==> src/rtl/ahbpassthru_slave.sv <==
// Registered AHB slave that forwards single transfers to an off-chip responder over req/ack,
// holding the bus with wait states and mapping off-chip errors or timeouts to a two-cycle ERROR.
module ahbpassthru_slave #(
    parameter int DATAWIDTH = 32,
    parameter int TIMEOUT   = 255,
    parameter int TOWIDTH   = 8
) (
    input  logic                 clk,
    input  logic                 rst,
    input  logic                 hsel,
    input  logic                 hready,
    input  logic [1:0]           htrans,
    input  logic [31:0]          haddr,
    input  logic                 hwrite,
    input  logic [2:0]           hsize,
    input  logic [DATAWIDTH-1:0] hwdata,
    output logic                 hreadyout,
    output logic [1:0]           hresp,
    output logic [DATAWIDTH-1:0] hrdata,
    output logic                 pt_req,
    output logic [31:0]          pt_addr,
    output logic                 pt_write,
    output logic [2:0]           pt_size,
    output logic [DATAWIDTH-1:0] pt_wdata,
    input  logic                 pt_ack,
    input  logic                 pt_err,
    input  logic [DATAWIDTH-1:0] pt_rdata
);

    typedef enum logic [2:0] {
        ST_IDLE  = 3'd0,
        ST_SETUP = 3'd1,
        ST_REQ   = 3'd2,
        ST_DONE  = 3'd3,
        ST_ERR1  = 3'd4,
        ST_ERR2  = 3'd5
    } state_t;

    localparam logic [TOWIDTH-1:0] TO_LIMIT  = TOWIDTH'(TIMEOUT);
    localparam logic               TO_ENABLE = (TIMEOUT != 0);
    localparam logic [TOWIDTH-1:0] TO_ONE    = {{(TOWIDTH-1){1'b0}}, 1'b1};
    localparam logic [1:0]         RESP_OKAY = 2'b00;
    localparam logic [1:0]         RESP_ERR  = 2'b01;

    state_t                 state_r;
    state_t                 state_next_s;
    logic [TOWIDTH-1:0]     to_cnt_r;
    logic                   accept_s;
    logic                   timeout_s;
    logic                   hreadyout_next_s;
    logic [1:0]             hresp_next_s;
    logic                   pt_req_next_s;
    logic                   hreadyout_r;
    logic [1:0]             hresp_r;
    logic [DATAWIDTH-1:0]   hrdata_r;
    logic                   pt_req_r;
    logic [31:0]            pt_addr_r;
    logic                   pt_write_r;
    logic [2:0]             pt_size_r;
    logic [DATAWIDTH-1:0]   pt_wdata_r;
    logic                   unused_s;

    // Burst/SEQ distinction is irrelevant: every beat is an independent transfer.
    assign unused_s  = htrans[0];
    assign accept_s  = hsel & hready & htrans[1];
    assign timeout_s = TO_ENABLE & (to_cnt_r == TO_LIMIT);

    // State register.
    always_ff @(posedge clk or posedge rst) begin
        if (rst) begin
            state_r <= ST_IDLE;
        end else begin
            state_r <= state_next_s;
        end
    end

    // Next-state logic; pt_err has priority over pt_ack, and both over the timeout.
    always_comb begin
        state_next_s = state_r;
        case (state_r)
            ST_IDLE:  state_next_s = accept_s ? ST_SETUP : ST_IDLE;
            ST_SETUP: state_next_s = ST_REQ;
            ST_REQ: begin
                if (pt_err) begin
                    state_next_s = ST_ERR1;
                end else if (pt_ack) begin
                    state_next_s = ST_DONE;
                end else if (timeout_s) begin
                    state_next_s = ST_ERR1;
                end else begin
                    state_next_s = ST_REQ;
                end
            end
            ST_DONE:  state_next_s = accept_s ? ST_SETUP : ST_IDLE;
            ST_ERR1:  state_next_s = ST_ERR2;
            ST_ERR2:  state_next_s = accept_s ? ST_SETUP : ST_IDLE;
            default:  state_next_s = ST_IDLE;
        endcase
    end

    // Output decode from the next state so the AHB/pt outputs can be registered.
    always_comb begin
        hreadyout_next_s = 1'b1;
        hresp_next_s     = RESP_OKAY;
        pt_req_next_s    = 1'b0;
        case (state_next_s)
            ST_IDLE:  hreadyout_next_s = 1'b1;
            ST_SETUP: hreadyout_next_s = 1'b0;
            ST_REQ: begin
                hreadyout_next_s = 1'b0;
                pt_req_next_s    = 1'b1;
            end
            ST_DONE:  hreadyout_next_s = 1'b1;
            ST_ERR1: begin
                hreadyout_next_s = 1'b0;
                hresp_next_s     = RESP_ERR;
            end
            ST_ERR2: begin
                hreadyout_next_s = 1'b1;
                hresp_next_s     = RESP_ERR;
            end
            default:  hreadyout_next_s = 1'b1;
        endcase
    end

    // Registered handshake outputs.
    always_ff @(posedge clk or posedge rst) begin
        if (rst) begin
            hreadyout_r <= 1'b1;
            hresp_r     <= RESP_OKAY;
            pt_req_r    <= 1'b0;
        end else begin
            hreadyout_r <= hreadyout_next_s;
            hresp_r     <= hresp_next_s;
            pt_req_r    <= pt_req_next_s;
        end
    end

    // Transfer datapath: SETUP is only reachable through an accept, so it doubles as the latch enable.
    always_ff @(posedge clk or posedge rst) begin
        if (rst) begin
            pt_addr_r  <= 32'h0000_0000;
            pt_write_r <= 1'b0;
            pt_size_r  <= 3'b000;
            pt_wdata_r <= {DATAWIDTH{1'b0}};
            hrdata_r   <= {DATAWIDTH{1'b0}};
        end else begin
            if (state_next_s == ST_SETUP) begin
                pt_addr_r  <= haddr;
                pt_write_r <= hwrite;
                pt_size_r  <= hsize;
            end
            if ((state_r == ST_SETUP) && pt_write_r) begin
                pt_wdata_r <= hwdata;
            end
            if ((state_r == ST_REQ) && pt_ack && !pt_err && !pt_write_r) begin
                hrdata_r <= pt_rdata;
            end
        end
    end

    // Timeout counter: held at zero outside REQ, so it starts from zero on every entry.
    always_ff @(posedge clk or posedge rst) begin
        if (rst) begin
            to_cnt_r <= {TOWIDTH{1'b0}};
        end else if (state_r == ST_REQ) begin
            to_cnt_r <= to_cnt_r + TO_ONE;
        end else begin
            to_cnt_r <= {TOWIDTH{1'b0}};
        end
    end

    assign hreadyout = hreadyout_r;
    assign hresp     = hresp_r;
    assign hrdata    = hrdata_r;
    assign pt_req    = pt_req_r;
    assign pt_addr   = pt_addr_r;
    assign pt_write  = pt_write_r;
    assign pt_size   = pt_size_r;
    assign pt_wdata  = pt_wdata_r;

endmodule

==> config.mk <==
export PLATFORM = sky130hd
export DESIGN_NAME = ahbpassthru_slave
export DESIGN_NICKNAME = d
export VERILOG_FILES = /design/src/rtl/ahbpassthru_slave.sv
export SDC_FILE = /design/constraint.sdc
export NUM_CORES = 1
export LEC_CHECK = 0
export CAP_MARGIN = 20
export CORE_ASPECT_RATIO = 1.2
export CORE_UTILIZATION = 40
export DETAILED_ROUTE_END_ITERATION = 8
export GPL_TIMING_DRIVEN = 0
export PLACE_DENSITY = 0.86
export SLEW_MARGIN = 10
export SYNTH_ARGS = -nofsm -noshare
export SYNTH_HDL_FRONTEND = slang
export SYNTH_SLANG_ARGS = --single-unit
export TNS_END_PERCENT = 20
==> constraint.sdc <==
create_clock -name clk -period 4.2 [get_ports clk]
set_clock_uncertainty 0.05 [all_clocks]
set_input_delay 0.84 -clock clk [delete_from_list [all_inputs] [get_ports clk]]
set_output_delay 0.84 -clock clk [all_outputs]
set_load 0.02 [all_outputs]
==> run metrics, run 1 <==
outcome finished, final reports clean; R2R depth 7; Slew Limit Fails 0; flip-flop and latch count after synthesis 114; CP Capture Type output pin; critical path class reg -> out; CP Buf/Inv Count 1; Setup violations, final 0; crit path max fanout 1; Placer Congestion 0.7503; period utilization 0.5707; post-cts resize count 0; initial antenna violation count 0; number of core rows 42; RSZ-0062 raised after global routing false; clk sink count 114; Avg Cell Area, Syn 16.03 um2; first-pass GRT wire length 17170 um; final hold viol count 0; slowest stage cell on the critical path clkdlybuf4s50_1; drt pass-1 iters 4; critical path, cell by cell clkdlybuf4s50_1; Worst Hold Depth 1; Die Span X 99.05 um; clk_lat worst skew 0.39 ns; Critical Path Source Type flip-flop; H-Tree Depth 4; Max Freq 417.2 MHz; root buffer cell clkbuf_16; Slowest Stage Delay on Critical Path 0.61 ns; routed len/inst 16.48 um; reg2reg setup slack 2.18 ns; Yosys warnings 0; Worst EP required 3.31 ns; io pins 212; detailed-route via count 3112; clock slew at the register clock pins of the worst setup and hold paths 0.05 ns; Starting Density 0.4096; area of the core 11040 um2; VDD IR max 0.3621 mV; Data arrival, critical path 1.51 ns; Port Buffers 209; Routed WL 10780 um; Die Ht 118.5 um; Post-CTS Setup Inserts 0; CTS Buf Count 17; total congestion overflow 0; Worst path depth 1; hold bufs inserted after CTS 0; Worst path top cell family by delay buffers and inverters; ratio of cells with drive above 1 in the final layout 0.2854; hold crit path type reg -> reg; Syn Inst Count 282; initial DRC count 92; # DRC 0; Pwr Density 797.5 nW/um2; Cell Area, Synth 4521 um2; clock period minus worst slack 2.397 ns; CTS tree yes; via density per instance 4.758; LEAKAGE 0.003240 uW; post-synth cell types 31; largest net degree at the start of global routing 77; Post-DP HPWL 7979 um; Max Buffers Root-to-Sink 2; max-cap viol count 0; PnR worst setup slack 1.803 ns; Post-DRT Antenna Nets 0; gr usage total 0.1914; Final #Nets 620; Syn Nets 391; area delta synth->final 64.13%; post-route insts no fill 654; Place WS 1.572 ns; Seq/Total Area, Yosys 0.6313; Cells after DPL 624; vias in the first global route 3464; Antenna diodes 0; area of the die 11730 um2
cell usage after synthesis, drive strengths merged:
master	n	area share
nor2	10	0.0089
o41ai	1	0.0019
and4	1	0.0019
nor4	1	0.0014
nand4	1	0.0014
dfrtp	113	0.63
clkbuf	1	0.00083
ha	1	0.0028
inv	5	0.0042
nand3b	3	0.0050
nand3	3	0.0033
xor2	3	0.0058
xnor2	3	0.0058
nor2b	1	0.0030
nand2	2	0.0017
a21oi	5	0.0055
or3	2	0.0028
o31ai	1	0.0017
o21ai	3	0.0033
buf	13	0.023
nor3	1	0.0011
mux2	100	0.27
conb	1	0.00083
nand2b	4	0.0055
dfstp	1	0.0058
or2	2	0.0028
layout make-up:
type | instances | area, um2
fillers | 817 | 3616
flip-flops and latches | 114 | 2854
repair buffers | 210 | 2120
multi-input cells | 149 | 1539
clock buffers | 21 | 480.5
well taps | 132 | 165.2
clock inverters | 9 | 128.9
plain buffers | 14 | 108.9
inverters | 5 | 23.77
layer usage:
layer	vias up	wire, um	GRT usage
met2	119	5952	0.3527
met5	-	0	0
met4	0	124	0.05877
met3	10	636	0.05736
li1	1435	-	-
met1	1548	4066	0.2080
registers in the layout (all words and copies together), names as in the netlist:
name,count
pt_wdata,32
pt_write,1
to_cnt_r,8
hreadyout,1
pt_addr,32
hrdata,32
pt_req,1
pt_size,3
hresp,1
state_r,3
stage by stage:
stage | total power [uW] | area [um2] | util | TNS [ns] | hold WS, ns
after floorplan | 3213 | 4521 | - | 0 | 0.4052
after global placement | 4411 | 6778 | 0.6142 | -140.11 | 0.4192
after detailed placement | 4505 | 6810 | 0.6171 | 0 | 0.4341
after CTS | 5990 | 7420 | 0.6723 | 0 | 0.4406
after global routing | 6194 | 7420 | 0.6723 | 0 | 0.4633
final | 5917 | 7420 | 0.6723 | 0 | 0.4443
report_power, final:
part	switching [uW]	total, uW	internal (uW)
clock network	466	1450	987
logic	1140	2580	1440
registers	275	1890	1610
total	1880	5920	4040
kinds of logic after synthesis:
family / after synthesis / synth area share
multiplexers: 100 / 0.2740
AO/OA/AOI/OAI: 10 / 0.01245
adder cells (fa/ha/maj): 1 / 0.002767
AND/OR/NAND/NOR: 31 / 0.03875
buffers and inverters: 19 / 0.02823
flip-flops: 114 / 0.6313
XOR/XNOR: 6 / 0.01163
other: 1 / 0.0008295
worst paths after layout:
check | from | endpoint
min | to_cnt_r[0] | to_cnt_r[0]
max in group asynchronous | rst | hreadyout
max | hreadyout | hreadyout
min in group asynchronous | rst | hrdata[17]
min reg2reg | to_cnt_r[0] | to_cnt_r[0]
max reg2reg | state_r[0] | pt_addr[4]
layout by cell type, fill, tap and decap left out, types with 4 or more instances in the layout:
master	Yosys	routed
a21oi_1	5	5
buf_2	6	6
buf_6	6	6
clkbuf_16	0	17
clkbuf_8	0	4
clkdlybuf4s50_1	0	209
dfrtp_1	113	113
inv_1	5	4
mux2_2	69	69
mux2_4	30	30
nand2b_1	4	4
nor2_1	9	9
(Power assumes the default switching activity.)
==> inputs of run 2 (changes only) <==
- clock period: 4.2 -> 2.25 ns (I/O delays scaled with it)
==> run 2 against run 1 <==
Compared with the run above: global-route usage grew 0.85 points; die area is the same; sequential share of layout area is essentially flat; final cell count grew 0.61%; non-clock buffer count grew 2; count of clock-buffer cells in the layout shrank 1; clock power grew 82%; critical endpoint is now pt_addr[6].
==> run metrics, run 2 (synthesized netlist as in run 1, its figures left out) <==
root buffer cell clkbuf_16; critical path class reg -> reg; H-Tree Depth 4; Port Buffers 209; Routed WL 11080 um; CP Capture Type flip-flop; vias in the first global route 3469; crit path max fanout 10; drt pass-1 iters 6; Data arrival, critical path 2.30 ns; Cells after DPL 626; clk sink count 114; clock slew at the register clock pins of the worst setup and hold paths 0.06 ns; hold crit path type in -> async; Max Freq 485.5 MHz; Die Span X 99.05 um; largest net degree at the start of global routing 40; Post-DRT Antenna Nets 0; CTS Buf Count 17; detailed-route via count 3138; initial antenna violation count 0; setup TNS 0 ns; area of the die 11730 um2; Critical Path Source Type flip-flop; clock period minus worst slack 2.060 ns; clk_lat worst skew 0.41 ns; number of core rows 42; outcome finished, final reports clean; period utilization 0.9155; Worst EP required 2.49 ns; total congestion overflow 0; post-cts resize count 0; Worst Hold Slack 0.2856 ns; area delta synth->final 64.10%; first-pass GRT wire length 17790 um; # DRC 0; CTS tree yes; Setup violations, final 0; Post-DP HPWL 8093 um; Antenna diodes 0; max-cap viol count 0; initial DRC count 50; LEAKAGE 0.003237 uW; Slew Limit Fails 0; ratio of cells with drive above 1 in the final layout 0.2852; commonest non-fill, non-tap cell in the layout clkdlybuf4s50_1; Placer Congestion 0.7273; area of the core 11040 um2; Post-CTS Setup Inserts 0; via density per instance 4.769; Starting Density 0.4096; post-route insts no fill 658; Pwr Density 1480 nW/um2; Max Buffers Root-to-Sink 2; Die Ht 118.5 um; most frequent cells in the layout clkdlybuf4s50_1, dfrtp_1, mux2_2; hold bufs inserted after CTS 0; io pins 212; Final #Nets 622; final hold viol count 0; routed len/inst 16.83 um; VDD IR max 0.7453 mV; gr usage total 0.1998; RSZ-0062 raised after global routing false
[run 2: power by group]
part           internal (uW)  total (uW)  switching (uW)
clock network           1720        2640             915
logic                   2700        4830            2140
registers               3010        3510             499
[run 2: worst max-delay path, cell delays in order (launching register included)]
cell and delay [ns]:
dfrtp_1 0.36, buf_2 0.16, xor2_1 0.16, o21ai_0 0.24, and4_1 0.28, buf_6 0.18
buf_6 0.17, mux2_2 0.34
[run 2: final cells by class]
class	count	area (um2)
repair buffers	212	2152
plain buffers	14	108.9
fillers	795	3617
well taps	132	165.2
clock inverters	12	140.1
flip-flops and latches	114	2854
clock buffers	20	436.7
inverters	5	22.52
multi-input cells	149	1539
[run 2: path summary, 6_finish.rpt]
| path | from | endpoint | slack [ns] | cells after the start |
|---|---|---|---|---|
| setup / recovery | state_r[0] | pt_addr[6] | 0.19 | 7 |
| hold / removal | rst | hrdata[4] | 0.29 | 2 |
| setup reg to reg | state_r[0] | pt_addr[6] | 0.19 | 7 |
| hold reg to reg | to_cnt_r[0] | to_cnt_r[0] | 0.44 | 1 |
| max in group asynchronous | rst | pt_wdata[1] | 1.17 | 4 |
| min in group clk | to_cnt_r[0] | to_cnt_r[0] | 0.44 | 1 |
[run 2: stage by stage]
stage | setup slack (ns) | area, um2 | total power [uW] | utilization
floorplan | 0.3654 | 4524 | 5999 | -
global placement | -0.6403 | 6782 | 8225 | 0.6145
detailed placement | -0.01388 | 6842 | 8390 | 0.6200
CTS | 0.1335 | 7418 | 11090 | 0.6722
global route | 0.08402 | 7418 | 11490 | 0.6722
finish | 0.1901 | 7418 | 10980 | 0.6722
[run 2: per-layer routing]
layer	global-route usage	vias to the layer above	routed length (um)
li1	-	1447	-
met1	0.2131	1537	4125
met2	0.3597	132	5988
met3	0.05973	22	671
met4	0.08955	0	292
met5	0	-	0
